## src/rtl/tcam_sched_pkg.sv

```systemverilog
// tcam_sched_pkg
// Shared constants and types for the TCAM port scheduler.
//   NPORT    : number of CAM match/write ports shared by the scheduler
//   CLR_PATT : pattern written into every entry by the flush engine
//   CLR_MASK : mask written into every entry by the flush engine
//   state_t  : scheduler FSM state
package tcam_sched_pkg;

    localparam int NPORT = 3;

    // Cleared-entry encoding, sliced down to the CAM word width at use.
    // Wide enough for any CAM word up to 256 bits.
    localparam int               CLR_W    = 256;
    localparam logic [CLR_W-1:0] CLR_PATT = '0;
    localparam logic [CLR_W-1:0] CLR_MASK = '1;

    typedef enum logic {
        IDLE  = 1'b0,
        FLUSH = 1'b1
    } state_t;

endpackage

```

## src/rtl/tcam_rr_pick3.sv

```systemverilog
// tcam_rr_pick3
// Combinational round-robin pick of up to three requesters.
//   req      : request vector, one bit per requester
//   rr_ptr   : requester index the scan starts from
//   grant    : one bit per granted requester
//   port_idx : requester index assigned to each CAM port, in grant order
//   port_vld : port carries a granted requester
//   next_ptr : one past the last granted requester (rr_ptr if none)
module tcam_rr_pick3
    import tcam_sched_pkg::*;
#(
    parameter  int NREQ = 4,
    localparam int PW   = $clog2(NREQ)
) (
    input  logic [NREQ-1:0]           req,
    input  logic [PW-1:0]             rr_ptr,
    output logic [NREQ-1:0]           grant,
    output logic [NPORT-1:0][PW-1:0]  port_idx,
    output logic [NPORT-1:0]          port_vld,
    output logic [PW-1:0]             next_ptr
);

    logic [PW-1:0] idx;
    logic [1:0]    n_gnt;

    always_comb begin
        grant    = '0;
        port_idx = '0;
        port_vld = '0;
        next_ptr = rr_ptr;
        idx      = '0;
        n_gnt    = '0;
        for (int i = 0; i < NREQ; i++) begin
            // modulo-NREQ walk without a divider
            if (int'(rr_ptr) + i >= NREQ)
                idx = PW'(int'(rr_ptr) + i - NREQ);
            else
                idx = PW'(int'(rr_ptr) + i);
            if (req[idx] && (n_gnt != 2'd3)) begin
                grant[idx]      = 1'b1;
                port_idx[n_gnt] = idx;
                port_vld[n_gnt] = 1'b1;
                n_gnt           = n_gnt + 2'd1;
                next_ptr        = (idx == PW'(NREQ - 1)) ? '0 : idx + PW'(1);
            end
        end
    end

endmodule

```

## src/rtl/tcam_port_sched.sv

```systemverilog
// tcam_port_sched
// Shares the three match/write ports of a triple-port ternary CAM between
// NREQ lookup requesters, one update channel and a full-array flush engine.
//   lkp_valid/lkp_ready/lkp_key     : lookup requests, ready is combinational
//   rsp_valid/rsp_match/rsp_addr    : registered lookup results, one cycle later
//   upd_valid/upd_ready/upd_*       : single-entry writes on CAM write port 0
//   flush_req/flush_done/busy       : full-array clear, three entries per cycle
//   cam_w*                          : per-port CAM write controls
//   cam_mPatt/cam_match/cam_mAddr   : per-port CAM search key and result
//
// state | meaning
// IDLE  | lookups and updates are served
// FLUSH | flush engine owns all write ports, clients are stalled
module tcam_port_sched
    import tcam_sched_pkg::*;
#(
    parameter  int DEPTH = 64,
    parameter  int WIDTH = 36,
    parameter  int NREQ  = 4,
    localparam int AW    = $clog2(DEPTH),
    localparam int PW    = $clog2(NREQ)
) (
    input  logic                        clk,
    input  logic                        rst_n,
    input  logic [NREQ-1:0]             lkp_valid,
    output logic [NREQ-1:0]             lkp_ready,
    input  logic [NREQ-1:0][WIDTH-1:0]  lkp_key,
    output logic [NREQ-1:0]             rsp_valid,
    output logic [NREQ-1:0]             rsp_match,
    output logic [NREQ-1:0][AW-1:0]     rsp_addr,
    input  logic                        upd_valid,
    output logic                        upd_ready,
    input  logic [AW-1:0]               upd_addr,
    input  logic [WIDTH-1:0]            upd_patt,
    input  logic [WIDTH-1:0]            upd_mask,
    input  logic                        flush_req,
    output logic                        flush_done,
    output logic                        busy,
    output logic [NPORT-1:0]            cam_wEn,
    output logic [NPORT-1:0][AW-1:0]    cam_wAddr,
    output logic [NPORT-1:0][WIDTH-1:0] cam_wPatt,
    output logic [NPORT-1:0][WIDTH-1:0] cam_wMask,
    output logic [NPORT-1:0][WIDTH-1:0] cam_mPatt,
    input  logic [NPORT-1:0]            cam_match,
    input  logic [NPORT-1:0][AW-1:0]    cam_mAddr
);

    // two spare bits so cnt+2 and cnt+3 never wrap
    localparam int CW = AW + 2;

    state_t                 state, state_nxt;
    logic [CW-1:0]          cnt;
    logic [CW-1:0]          faddr;
    logic                   flush_last;
    logic                   idle_en;
    logic [PW-1:0]          rr_ptr, next_ptr;
    logic [NREQ-1:0]        grant;
    logic [NPORT-1:0][PW-1:0] port_idx;
    logic [NPORT-1:0]       port_vld;
    logic [NREQ-1:0]        rsp_valid_d, rsp_match_d;
    logic [NREQ-1:0][AW-1:0] rsp_addr_d;

    tcam_rr_pick3 #(.NREQ(NREQ)) u_pick (
        .req      (lkp_valid),
        .rr_ptr   (rr_ptr),
        .grant    (grant),
        .port_idx (port_idx),
        .port_vld (port_vld),
        .next_ptr (next_ptr)
    );

    assign flush_last = (cnt + CW'(NPORT)) >= CW'(DEPTH);
    // grants are suppressed combinationally while reset is asserted
    assign idle_en    = rst_n && (state == IDLE);

    always_ff @(posedge clk or negedge rst_n) begin
        if (!rst_n) begin
            state      <= IDLE;
            cnt        <= '0;
            rr_ptr     <= '0;
            flush_done <= 1'b0;
        end else begin
            state      <= state_nxt;
            flush_done <= (state == FLUSH) && flush_last;
            cnt        <= (state == FLUSH) ? cnt + CW'(NPORT) : '0;
            if ((state == IDLE) && (|port_vld))
                rr_ptr <= next_ptr;
        end
    end

    always_comb begin
        state_nxt = state;
        unique case (state)
            IDLE:    if (flush_req)  state_nxt = FLUSH;
            FLUSH:   if (flush_last) state_nxt = IDLE;
            default: state_nxt = IDLE;
        endcase
    end

    always_comb begin
        busy      = (state == FLUSH);
        lkp_ready = idle_en ? grant : '0;
        upd_ready = idle_en && !flush_req;
        cam_wEn   = '0;
        cam_wAddr = '0;
        cam_wPatt = '0;
        cam_wMask = '0;
        cam_mPatt = '0;
        faddr     = '0;
        if (state == FLUSH) begin
            for (int k = 0; k < NPORT; k++) begin
                faddr = cnt + CW'(k);
                if (faddr < CW'(DEPTH)) begin
                    cam_wEn[k]   = 1'b1;
                    cam_wAddr[k] = faddr[AW-1:0];
                    cam_wPatt[k] = CLR_PATT[WIDTH-1:0];
                    cam_wMask[k] = CLR_MASK[WIDTH-1:0];
                end
            end
        end else if (upd_valid && upd_ready) begin
            cam_wEn[0]   = 1'b1;
            cam_wAddr[0] = upd_addr;
            cam_wPatt[0] = upd_patt;
            cam_wMask[0] = upd_mask;
        end
        if (idle_en) begin
            for (int k = 0; k < NPORT; k++) begin
                if (port_vld[k])
                    cam_mPatt[k] = lkp_key[port_idx[k]];
            end
        end
    end

    // route each port's result back to the requester that owned the port
    always_comb begin
        rsp_valid_d = '0;
        rsp_match_d = '0;
        rsp_addr_d  = '0;
        if (idle_en) begin
            for (int k = 0; k < NPORT; k++) begin
                if (port_vld[k]) begin
                    rsp_valid_d[port_idx[k]] = 1'b1;
                    rsp_match_d[port_idx[k]] = cam_match[k];
                    rsp_addr_d[port_idx[k]]  = cam_mAddr[k];
                end
            end
        end
    end

    always_ff @(posedge clk or negedge rst_n) begin
        if (!rst_n) begin
            rsp_valid <= '0;
            rsp_match <= '0;
            rsp_addr  <= '0;
        end else begin
            rsp_valid <= rsp_valid_d;
            rsp_match <= rsp_match_d;
            rsp_addr  <= rsp_addr_d;
        end
    end

endmodule

```

## config.mk

```make
export PLATFORM = sky130hd
export DESIGN_NAME = tcam_port_sched
export DESIGN_NICKNAME = d
export VERILOG_FILES = /design/src/rtl/tcam_sched_pkg.sv /design/src/rtl/tcam_rr_pick3.sv /design/src/rtl/tcam_port_sched.sv
export SDC_FILE = /design/constraint.sdc
export NUM_CORES = 1
export LEC_CHECK = 0
export CAP_MARGIN = 5
export CORE_AREA = 8 8 243 245
export CTS_CLUSTER_DIAMETER = 80
export DETAILED_ROUTE_END_ITERATION = 7
export DIE_AREA = 0 0 251 253
export GPL_ROUTABILITY_DRIVEN = 0
export HOLD_SLACK_MARGIN = 0.02
export PLACE_DENSITY = 0.4
export SYNTH_ARGS = -nofsm -noshare
export SYNTH_HDL_FRONTEND = slang
export SYNTH_SLANG_ARGS = --single-unit
```

## constraint.sdc

```tcl
create_clock -name clk -period 4.6 [get_ports clk]
set_input_delay 0.46 -clock clk [delete_from_list [all_inputs] [get_ports clk]]
set_output_delay 0.46 -clock clk [all_outputs]
set_load 0.05 [all_outputs]
```

==> metrics.txt <==
# TYPE chip_impl_metric gauge
chip_impl_metric{name="via_count",unit=""} 10355
chip_impl_metric{name="cts_htree_levels",unit=""} 2
chip_impl_metric{name="min_period",unit="ns"} 4.44
chip_impl_metric{name="hold_viol",unit=""} 0
chip_impl_metric{name="std_cell_rows",unit=""} 87
chip_impl_metric{name="setup_viol",unit=""} 0
chip_impl_metric{name="post-route-period-util",unit="%"} 96.6
chip_impl_metric{name="synthesis.instances",unit=""} 1069
chip_impl_metric{name="number_of_routed_nets_with_antenna_violations",unit=""} 0
chip_impl_metric{name="synthArstFlopShare",unit="%"} 100
chip_impl_metric{name="design.die.area",unit="um2"} 63500
chip_impl_metric{name="synth_cell_types",unit=""} 78
chip_impl_metric{name="vdd.ir_drop.worst",unit="uV"} 542
chip_impl_metric{name="final_core_util",unit="%"} 31.9
chip_impl_metric{name="path_max_fanout",unit=""} 14
chip_impl_metric{name="share_of_cells_above_drive_strength_1",unit="%"} 26.7
chip_impl_metric{name="numPlacedInstances",unit=""} 2244
chip_impl_metric{name="area_growth",unit="%"} 106
chip_impl_metric{name="critical_path_required",unit="ns"} 4.14
chip_impl_metric{name="die_height",unit="um"} 253
chip_impl_metric{name="via_count_of_the_first_global_routing_pass",unit=""} 11106
chip_impl_info{name="run_status",value="finished, final reports clean"} 1
chip_impl_info{name="cts_tree",value="done"} 1
chip_impl_metric{name="fin_skew",unit="ns"} 0.00620
chip_impl_metric{name="yosysSeqAreaShare",unit="%"} 12.8
chip_impl_metric{name="maxSlewHeadroom",unit="%"} 35.1
chip_impl_info{name="setup_repair_after_global_routing_missed_its_margin",value="yes"} 1
chip_impl_metric{name="post_synth_instance_area",unit="um2"} 8580
chip_impl_metric{name="drc",unit=""} 0
chip_impl_metric{name="initial_utilization",unit="%"} 15.4
chip_impl_info{name="critPathKind",value="reg -> out"} 1
chip_impl_metric{name="drtIter0Drc",unit=""} 406
chip_impl_metric{name="fin_worst_hold_slack",unit="ns"} 0.596
chip_impl_info{name="start_kind",value="flop"} 1
chip_impl_metric{name="place_hpwl",unit="um"} 47500
chip_impl_metric{name="synth.avg_cell_area",unit="um2"} 8.02
chip_impl_info{name="library_cell_occupying_the_most_area_in_the_post_synthesis_netlist",value="sky130_fd_sc_hd__mux2i_1"} 1
chip_impl_metric{name="number_of_antenna_violations_at_the_first_check_in_global_routing",unit=""} 13
chip_impl_metric{name="routed_wire_length",unit="um"} 58300
chip_impl_metric{name="ctsLongestPathBuffers",unit=""} 2
chip_impl_info{name="hold_path.class",value="in -> async"} 1
chip_impl_info{name="post_synth_main_area_contributors",value="sky130_fd_sc_hd__mux2i_1 18%, sky130_fd_sc_hd__dfrtp_1 13%, sky130_fd_sc_hd__buf_4 13%"} 1
chip_impl_metric{name="cp.arrival",unit="ns"} 3.98
chip_impl_metric{name="worst_skew_pair.late_latency",unit="ns"} 0.30
chip_impl_metric{name="wl_per_cell",unit="um"} 25.7
chip_impl_metric{name="number_of_synthesized_flops_with_an_enable_pin",unit=""} 0
chip_impl_metric{name="tritoncts_buffers",unit=""} 5
chip_impl_info{name="layout_commonest_cell",value="sky130_fd_sc_hd__clkdlybuf4s50_1"} 1
chip_impl_metric{name="worstMarginPinSlew",unit="ns"} 0.974
chip_impl_metric{name="die-width",unit="um"} 251
chip_impl_metric{name="final_net_count",unit=""} 1821
chip_impl_metric{name="timing_max_transition_violations_final",unit=""} 0
chip_impl_metric{name="synth.yosys.warnings",unit=""} 0
chip_impl_metric{name="totalPowerFinal",unit="mW"} 17.1
chip_impl_metric{name="tritoncts_num_sinks",unit=""} 44
chip_impl_metric{name="power.leakage",unit="nW"} 7.02
chip_impl_metric{name="grt_pass1_wl",unit="um"} 81000
chip_impl_metric{name="postSynthRegisterBits",unit=""} 44
chip_impl_metric{name="max_capacitance_violation_count",unit=""} 0
chip_impl_metric{name="port_buffers",unit=""} 562
chip_impl_metric{name="grt_max_degree",unit=""} 44
chip_impl_metric{name="synthDominantCellAreaShare",unit="%"} 17.7
chip_impl_metric{name="detailedRoute.firstPassIterationCount",unit=""} 5
chip_impl_metric{name="pin_count",unit=""} 635
chip_impl_metric{name="power.density",unit="nW/um2"} 965
chip_impl_info{name="ctsRootBufferMaster",value="sky130_fd_sc_hd__clkbuf_16"} 1
chip_impl_info{name="ys_dominant_reg_cell",value="sky130_fd_sc_hd__dfrtp_1"} 1
chip_impl_metric{name="max_clock_freq",unit="GHz"} 0.225
chip_impl_metric{name="via_per_inst",unit=""} 4.56
chip_impl_metric{name="fin_cells",unit=""} 2272
chip_impl_info{name="setup.worst_path.end_class",value="primary output"} 1
chip_impl_metric{name="core-area",unit="um2"} 55500
chip_impl_metric{name="cts.reportedPaths.clkPinSlew",unit="ns"} 0.06
chip_impl_info{name="layout_common_cells",value="403 x sky130_fd_sc_hd__clkdlybuf4s50_1, 175 x sky130_fd_sc_hd__buf_12, 148 x sky130_fd_sc_hd__mux2i_1"} 1
chip_impl_metric{name="grt_overflow_total",unit=""} 0
chip_impl_metric{name="track_usage",unit="%"} 16.9
per-layer routing:
layer  vias to the layer above  routed length, um  track usage [%]
li1                       4741                  -                -
met1                      5099              21100             17.7
met2                       469              30700             32.1
met3                        40               5620             6.41
met4                         6                890             3.36
met5                         -                 47                0
worst max-delay path, stage by stage, from the launching register on:
cell and delay [ns]:
sky130_fd_sc_hd__dfrtp_1 0.42, sky130_fd_sc_hd__clkinv_4 0.09, sky130_fd_sc_hd__ha_4 0.29, sky130_fd_sc_hd__inv_4 0.06, sky130_fd_sc_hd__mux2i_4 0.19, sky130_fd_sc_hd__buf_4 0.16, sky130_fd_sc_hd__fa_2 0.63, sky130_fd_sc_hd__nand2_4 0.09
sky130_fd_sc_hd__or4_1 0.44, sky130_fd_sc_hd__o211ai_1 0.20, sky130_fd_sc_hd__clkbuf_16 0.24, sky130_fd_sc_hd__buf_12 0.11, sky130_fd_sc_hd__buf_12 0.14, sky130_fd_sc_hd__mux2i_1 0.11, sky130_fd_sc_hd__a211oi_4 0.32, sky130_fd_sc_hd__buf_12 0.18
cell families after synthesis:
logic type      after synthesis  synth area share (%)
xor+xnor                     14                  1.43
flops                        44                  12.8
compound gates              373                  31.3
other cells                   1                0.0437
fa+ha+maj                    17                  2.57
mux                         163                  19.9
buf+inv                     271                  19.7
simple gates                186                  12.3
cell usage after synthesis (all sizes together), types with 3 or more instances:
library cell	count
a211oi	87
a21o	73
a21oi	53
a221oi	21
a222oi	4
a22o	7
a22oi	3
a31oi	3
and2	9
and3	49
buf	187
clkbuf	61
dfrtp	44
ha	16
inv	22
mux2	5
mux2i	155
mux4	3
nand2	37
nand2b	3
nand3	12
nor2	32
nor2b	9
nor3	14
nor3b	3
o21ai	16
o22ai	72
o32a	9
o32ai	5
or2	4
xnor2	4
xor2	10
sequential cells by signal (all words and copies together), names as in the netlist:
name,flops
rsp_addr,24
rr_ptr,2
cnt,8
busy,1
flush_done,1
rsp_match,4
rsp_valid,4
area by class of cell:
class                           count  area, um2
Sequential cell                    44       1100
Clock inverter                      2       12.5
Clock buffer                        5        125
Inverter                           23       93.8
Fill cell                        5728      37800
Antenna cell                        7       17.5
Multi-Input combinational cell    826       7290
Tap cell                          712        891
Timing Repair Buffer              653       8160
where the power goes:
| group | leakage [nW] | total (mW) | switching, mW | internal [mW] |
|---|---|---|---|---|
| clock | 0.0657 | 0.358 | 0.160 | 0.198 |
| sequential | 0.594 | 0.580 | 0.114 | 0.466 |
| combinational | 6.36 | 16.1 | 9.98 | 6.15 |
worst paths after layout:
path,startpoint,to,slack (ns),cells after the start
min reg2reg,cnt[0],cnt[0],0.65,1
max in group asynchronous,rst_n,cnt[4],3.22,3
max,rr_ptr[0],cam_mPatt[101],0.16,15
min,rst_n,rr_ptr[0],0.60,2
max reg2reg,rr_ptr[0],rsp_addr[23],0.65,14
min in group clk,cnt[0],cnt[0],0.65,1
through the flow:
| stage | setup slack [ns] | cell area (um2) | setup TNS (ns) |
|---|---|---|---|
| finish | 0.157 | 17700 | 0 |
| global route | -0.00628 | 17700 | -0.0122 |
| CTS | -0.000935 | 17600 | -0.000935 |
| detailed placement | -0.0320 | 17300 | -0.0737 |
| global placement | -0.0207 | 17300 | -0.0207 |
| floorplan | -0.000168 | 10000 | -0.000168 |
repair_timing:
action / in CTS / in global routing
endpoints found under the setup margin: 38 / 90
buffers inserted: 6 / 4
hold buffers: 1 / 0
gates cloned: 2 / 1
hold endpoints to repair: 2 / 0
pin swaps: 5 / 6
resized for setup: 9 / 13
Note: power is estimated with default switching activity, not from simulation.
